**config.mk**
```make
export PLATFORM = sky130hd
export DESIGN_NAME = branch_resolve_unit
export DESIGN_NICKNAME = d
export VERILOG_FILES = /design/src/rtl/branch_resolve_unit.sv
export SDC_FILE = /design/constraint.sdc
export NUM_CORES = 1
export LEC_CHECK = 0
export ABC_AREA = 1
export CAP_MARGIN = 10
export CORE_MARGIN = 2
export CORE_UTILIZATION = 40
export DETAILED_ROUTE_END_ITERATION = 10
export GPL_TIMING_DRIVEN = 1
export PLACE_DENSITY = 0.77
export SYNTH_ARGS = -nofsm -noshare
export SYNTH_HDL_FRONTEND = slang
export SYNTH_SLANG_ARGS = --single-unit
```
**constraint.sdc**
```tcl
create_clock -name clk -period 1.4 [get_ports clk]
set_input_delay 0.14 -clock clk [delete_from_list [all_inputs] [get_ports clk]]
set_output_delay 0.14 -clock clk [all_outputs]
set_load 0.03 [all_outputs]
```
**src/rtl/branch_resolve_unit.sv**
```systemverilog
// ---------------------------------------------------------------------------
// branch_resolve_unit
//
// Execute-stage branch resolver. It owns the architectural S/Z/C/V flag
// register, which the ALU writes through flag_we/alu_szcv. It also evaluates
// conditional branches against those flags. A taken branch produces a
// one-cycle redirect pulse to fetch carrying the target PC. It then holds
// `flush` for FLUSH_CYCLES cycles. During that window no new branch is
// accepted.
//
// Parameters
//   FLUSH_CYCLES   cycles `flush` stays high per taken branch (1..7)
//
// Compile-time option
//   BRANCH_STATS_EN  when defined, br_total/br_taken are saturating
//                    statistics counters; otherwise both ports read 0.
//
// Ports
//   clk             rising-edge clock
//   rst_n           asynchronous active-low reset
//   flag_we         write alu_szcv into the flag register this cycle
//   alu_szcv[3:0]   ALU flags {S,Z,C,V}
//   br_valid        branch presented
//   br_ready        unit can accept a branch (IDLE only)
//   br_cond[2:0]    condition code (BE/BLT/BLE/BNE/B, others never taken)
//   br_pc[15:0]     PC of the branch
//   br_disp[7:0]    signed displacement
//   flags[3:0]      flag register {S,Z,C,V}
//   redirect_valid  one-cycle pulse, fetch loads redirect_pc
//   redirect_pc     branch target (held between redirects)
//   flush           squash younger instructions
//   br_total        accepted branches (statistics)
//   br_taken        taken branches (statistics)
// ---------------------------------------------------------------------------
module branch_resolve_unit #(
    parameter int FLUSH_CYCLES = 2
) (
    input  logic        clk,
    input  logic        rst_n,
    input  logic        flag_we,
    input  logic [3:0]  alu_szcv,
    input  logic        br_valid,
    output logic        br_ready,
    input  logic [2:0]  br_cond,
    input  logic [15:0] br_pc,
    input  logic [7:0]  br_disp,
    output logic [3:0]  flags,
    output logic        redirect_valid,
    output logic [15:0] redirect_pc,
    output logic        flush,
    output logic [15:0] br_total,
    output logic [15:0] br_taken
);

    typedef enum logic [1:0] {
        ST_IDLE     = 2'd0,
        ST_REDIRECT = 2'd1,
        ST_FLUSH    = 2'd2
    } state_t;

    // Condition codes
    localparam logic [2:0] COND_BE  = 3'b000;
    localparam logic [2:0] COND_BLT = 3'b001;
    localparam logic [2:0] COND_BLE = 3'b010;
    localparam logic [2:0] COND_BNE = 3'b011;
    localparam logic [2:0] COND_B   = 3'b111;

    // REDIRECT already accounts for one flush cycle, so FLUSH covers the rest.
    localparam logic [2:0] FLUSH_LOAD = 3'(FLUSH_CYCLES - 1);
    localparam bit         HAS_FLUSH  = (FLUSH_CYCLES > 1);

    state_t      state;
    state_t      state_next;
    logic [2:0]  flush_cnt;
    logic [2:0]  flush_cnt_next;

    logic [3:0]  eval_flags;
    logic        cond_true;
    logic        accept;
    logic        taken_accept;
    logic [15:0] target_pc;

    logic        eval_s;
    logic        eval_z;
    logic        eval_v;

    assign accept       = br_valid && br_ready;
    assign taken_accept = accept && cond_true;

    // A flag write landing in the same cycle as the branch is forwarded, so
    // a compare immediately followed by a branch resolves on the new flags.
    assign eval_flags = flag_we ? alu_szcv : flags;
    assign eval_s     = eval_flags[3];
    assign eval_z     = eval_flags[2];
    assign eval_v     = eval_flags[0];

    // Target wraps modulo 2^16; the displacement is relative to the PC of the
    // instruction following the branch.
    assign target_pc = br_pc + 16'd1 + {{8{br_disp[7]}}, br_disp};

    // Condition decode; unassigned codes are treated as never-taken.
    always_comb begin
        cond_true = 1'b0;
        case (br_cond)
            COND_BE:  cond_true = eval_z;
            COND_BLT: cond_true = eval_s ^ eval_v;
            COND_BLE: cond_true = eval_z | (eval_s ^ eval_v);
            COND_BNE: cond_true = ~eval_z;
            COND_B:   cond_true = 1'b1;
            default:  cond_true = 1'b0;
        endcase
    end

    // Next-state logic: IDLE waits for a taken branch, REDIRECT lasts exactly
    // one cycle, FLUSH counts down the remaining flush cycles.
    always_comb begin
        state_next     = state;
        flush_cnt_next = flush_cnt;
        case (state)
            ST_IDLE: begin
                if (taken_accept) begin
                    state_next = ST_REDIRECT;
                end
            end
            ST_REDIRECT: begin
                if (HAS_FLUSH) begin
                    state_next     = ST_FLUSH;
                    flush_cnt_next = FLUSH_LOAD;
                end else begin
                    state_next     = ST_IDLE;
                    flush_cnt_next = 3'd0;
                end
            end
            ST_FLUSH: begin
                if (flush_cnt <= 3'd1) begin
                    state_next     = ST_IDLE;
                    flush_cnt_next = 3'd0;
                end else begin
                    flush_cnt_next = flush_cnt - 3'd1;
                end
            end
            default: begin
                state_next     = ST_IDLE;
                flush_cnt_next = 3'd0;
            end
        endcase
    end

    // State register plus the control outputs, which are registered copies
    // decoded from the next state so they change exactly with the state.
    always_ff @(posedge clk or negedge rst_n) begin
        if (!rst_n) begin
            state          <= ST_IDLE;
            flush_cnt      <= 3'd0;
            redirect_valid <= 1'b0;
            flush          <= 1'b0;
            br_ready       <= 1'b1;
        end else begin
            state          <= state_next;
            flush_cnt      <= flush_cnt_next;
            redirect_valid <= (state_next == ST_REDIRECT);
            flush          <= (state_next != ST_IDLE);
            br_ready       <= (state_next == ST_IDLE);
        end
    end

    // Architectural flag register, writable in any state.
    always_ff @(posedge clk or negedge rst_n) begin
        if (!rst_n) begin
            flags <= 4'h0;
        end else if (flag_we) begin
            flags <= alu_szcv;
        end
    end

    // Target register only moves on a taken branch so fetch sees a stable
    // value outside the redirect pulse.
    always_ff @(posedge clk or negedge rst_n) begin
        if (!rst_n) begin
            redirect_pc <= 16'h0000;
        end else if (taken_accept) begin
            redirect_pc <= target_pc;
        end
    end

`ifdef BRANCH_STATS_EN
    // Saturating statistics counters.
    always_ff @(posedge clk or negedge rst_n) begin
        if (!rst_n) begin
            br_total <= 16'h0000;
            br_taken <= 16'h0000;
        end else begin
            if (accept && (br_total != 16'hFFFF)) begin
                br_total <= br_total + 16'd1;
            end
            if (taken_accept && (br_taken != 16'hFFFF)) begin
                br_taken <= br_taken + 16'd1;
            end
        end
    end
`else
    assign br_total = 16'h0000;
    assign br_taken = 16'h0000;
`endif

endmodule
```
# Word level (Yosys, flattened, before mapping)
# Index checks and enable logic that the tools add are counted.
# totals
ff_bits	28
in_bits	35
word_cells	35
# classes
n_addsub	3
n_lt_le_gt_ge	1
bitwise	3
n_eq_ne	7
n_reduce_logical	6
n_mux	7
# ops
op	count
adder 16 x 1 -> 16 bit (second input constant)	1
adder 16 bit	1
one-hot mux 3 bit (3 select lines)	1
equality test 3 x 2 -> 1 bit (second input constant)	2
one-hot mux 2 bit (3 select lines)	1
one-hot mux 1 bit (5 select lines)	1
equality test 2 x 1 -> 1 bit (second input constant)	2
zero test 2 bit	2
two-way mux 2 bit	2
two-way mux 4 bit	1
equality test 3 x 1 -> 1 bit (second input constant)	1
equality test 3 bit (second input constant)	1
<= comparator 3 x 1 -> 1 bit (second input constant)	1
zero test 3 bit	1
two-way mux 3 bit	1
subtractor 3 x 1 -> 3 bit (second input constant)	1
equality test 2 bit (second input constant)	1
logical AND 1 bit	2
nonzero test 2 bit	1
inverter 1 bit	1
OR 1 bit	1
bitwise XOR 1 bit	1

# Longest topological paths before layout
# logic_depth
word_depth	8
ltp_mapped	13

# Least setup slack after synthesis
# Ideal clock, no wire load.
# synth_timing
path_type	input to register
from	input br_pc[0]
to	register redirect_pc[10]
required_time_ps	1283
path_slack_ps	-115
arrival_ps	1398
n_path_buf	0
setup_time_ps	117
stages	12
path_cell_list	inv_1 ha_1 inv_1 fa_1 nand3_1 nand2_1 nand2_1 nand3_1 nand2_1 nand3b_1 nand3_1 nand2_1
# synth_via
elab_chain_cells	2
# synth_rtl
element	line_no	source
from (decl)	45	input logic [15:0] br_pc,
adder 16 x 1 -> 16 bit	99	assign target_pc = br_pc + 16'd1 + {{8{br_disp[7]}}, br_disp};
adder 16 bit	99	
to (signal assigned)	182	redirect_pc <= target_pc;
to (decl)	49	output logic [15:0] redirect_pc,
# Every way passes these cells.
# A chain may end at the register's enable or synchronous reset.

# Final worst setup path
# layout_timing
from	input br_pc[13]
to	register redirect_pc[14]
# The elaborated chain is that of the path after synthesis.

==> results.py <==
metrics = {
    "route": {
        "num_vias": 2243,
        "route.layer.met1.wl_um": 2450,
        "detailedRoute.firstIterationViolations": 101,
        "top_layer": "met4",
        "wl_per_cell_um": 11.8,
        "dr.pass1.iters": 4,
        "wl_met2_um": 3020,
        "wl_met3_um": 245,
        "totalWireLength_um": 5770,
        "viasPerCell": 4.60,
        "remaining_drc_errors": 0,
        "ant_nets": 0,
    },
    "synthesis": {
        "ys_types": 29,
        "synth_edf_count": 0,
        "yosysWarnings": 0,
        "synth.avg_cell_area_um2": 7.35,
        "ys_dominant_reg_cell": "dfrtp_1",
        "async_reset_ff_share_pct": 100,
        "ys_seq_area_share_pct": 30.7,
        "synth_seq_cells": 28,
        "synth.top_cell.area_share_pct": 29.6,
        "yosys.area.top_type": "dfrtp_1",
        "synthCells": 311,
        "netlist_area_um2": 2280,
        "synth_area_leaders": "dfrtp_1 (30%), nand2_1 (15%), ha_1 (11%), buf_4 (11%), inv_1 (5.3%)",
    },
    "clock_network": {
        "cts.sinks": 28,
        "cts_htree_levels": 1,
        "clock_latency_ps": 270,
        "cts_tree": "yes",
        "cts_buffer_depth": 2,
        "path_clk_slew_ps": 100,
        "cts_root_buf": "clkbuf_8",
        "numCtsBuffers": 3,
    },
    "setup_path": {
        "cp_num_buf_inv": 1,
        "max_stage_delay_ps": 520,
        "worst_path_max_delay_cell": "clkdlybuf4s50_1",
        "cpLargestDelayFamily": "buffers and inverters",
        "crit_type": "in2reg",
        "critPathMaxFanout": 4,
        "crit_required_ps": 1570,
        "end_kind": "register",
        "cp.arrival_ps": 1550,
        "start_kind": "input pin",
        "path_cells": "clkdlybuf4s50_1 > ha_4 > a21oi_1 > o21ai_1 > a21oi_2 > nand3b_1 > nand3_1 > nand2_1",
    },
    "pwr": {
        "p_leak_nw": 1.86,
        "pwr_density_cell_nw_per_um2": 1300,
        "max-vdd-ir-drop_v": 0.000727,
    },
    "floorplan": {
        "core_um2": 5510,
        "start_util_pct": 41.5,
        "die_area_um2": 6330,
        "die_height_um": 79.6,
        "rows": 27,
        "die_x_um": 79.6,
        "ios": 90,
    },
    "grt": {
        "grt_pass1_wl_um": 9030,
        "track_usage_pct": 17.3,
        "grt_pass1_vias": 2136,
        "antenna_found_initial": 0,
        "grt_max_degree": 29,
        "gr-total-overflow": 0,
    },
    "placed_design": {
        "hpwlAfterDp_um": 4290,
        "place_inst": 481,
        "port_buffers": 57,
        "post_dp_cell_area_um2": 3170,
        "place_congestion": 0.828,
    },
    "finish": {
        "layout.cells.non_filler": 488,
        "drive_above_1_share_pct": 30.5,
        "area_delta_synth_final_pct": 55.0,
        "final_common_cell": "nand2_1",
        "antenna_cells": 0,
        "fin_area_um2": 3540,
        "nets": 473,
        "layout_common_cells": "nand2_1 (77), buf_4 (44), dlygate4sd2_1 (37)",
        "fin_util_pct": 64.3,
        "fillers": 465,
    },
    "status": {
        "status": "complete, no violations",
    },
    "run": {
        "maxCapViolCount": 0,
    },
    "timing": {
        "timing.hold.ws_ps": 200,
        "setup_tns_ps": 0,
        "setup_viol": 0,
        "post-route-period-util_pct": 98.7,
        "period_minus_slack_ps": 1380,
        "slew_violations": 0,
        "clock_skew_ps": 6.76,
        "finalHoldViolCount": 0,
        "fmax_mhz": 723,
    },
    "min_path": {
        "min_path_type": "in2reg",
    },
}
cell usage after synthesis (3+ instances only):
master / n
nand3_1: 20
buf_4: 32
nor2_1: 12
inv_1: 32
nand2_2: 5
a21oi_1: 17
xnor2_1: 7
inv_2: 3
o21ai_0: 15
nand2_1: 92
o21ai_1: 4
ha_1: 20
nand3b_1: 5
dfrtp_1: 27
worst min-delay path, stage by stage:
cell	delay (ps)
clkbuf_2	80
inv_2	50
ha_4	110
o21ai_1	60
routing by layer:
| layer | up-vias | global-route usage (%) |
|---|---|---|
| li1 | 1139 | - |
| met1 | 1024 | 21.6 |
| met2 | 76 | 31.0 |
| met3 | 4 | 1.81 |
| met4 | 0 | 5.52 |
| met5 | - | 0 |
power breakdown:
part           internal (W)  switching [W]  total (W)
Clock              0.000383       0.000245   0.000628
Sequential          0.00115       0.000181    0.00133
Combinational       0.00102        0.00164    0.00266
Total               0.00255        0.00206    0.00462
what timing repair did:
action | 4_1_cts | 5_1_grt
pin swaps | 17 | 11
endpoints found under the setup margin | 41 | 20
hold buffers | 0 | 0
resized for setup | 82 | 44
setup buffers | 0 | 3
final timing paths:
check | endpoint | from | cells past startpoint | slack, ps
setup reg to reg | redirect_valid | state[0] | 8 | 90
max in group asynchronous | br_ready | rst_n | 2 | 850
hold / removal | redirect_pc[0] | br_pc[0] | 4 | 200
setup / recovery | redirect_pc[14] | br_pc[13] | 8 | 20
hold reg to reg | flags[1] | flags[1] | 2 | 480
min in group asynchronous | flags[2] | rst_n | 2 | 250
sequential cells by signal (all words and copies together), names as in the netlist:
signal          count
flush               1
flags               4
br_ready            1
redirect_pc        16
state               2
flush_cnt           3
redirect_valid      1
stage by stage:
step | setup WS, ps | power, W
floorplan | 22.1 | 0.00296
global placement | -572 | 0.00391
detailed placement | -610 | 0.00399
CTS | 1.42 | 0.00451
global route | -82.3 | 0.00494
finish | 17.8 | 0.00462
cells by family (layout without fill, tap and decap cells):
logic type,Yosys count,after routing,share of synthesized area [%]
flops,28,28,30.7
xor+xnor,8,8,3.07
simple gates,142,142,26.8
compound gates,42,42,10.2
other cells,1,32,0.164
fa+ha+maj,21,21,11.8
buf+inv,69,143,17.3
final cells by class:
class                   count  area (um2)  share of cell area [%]
repair buffers            104         892                    25.2
flip-flops and latches     28         702                    19.8
inverters                  35         134                    3.78
multi-input cells         245        1650                    46.6
clock inverters             1        30.0                   0.848
clock buffers               3        41.3                    1.17
well taps                  72        90.1                    2.54
No activity file was read; power rests on OpenSTA's default activity.
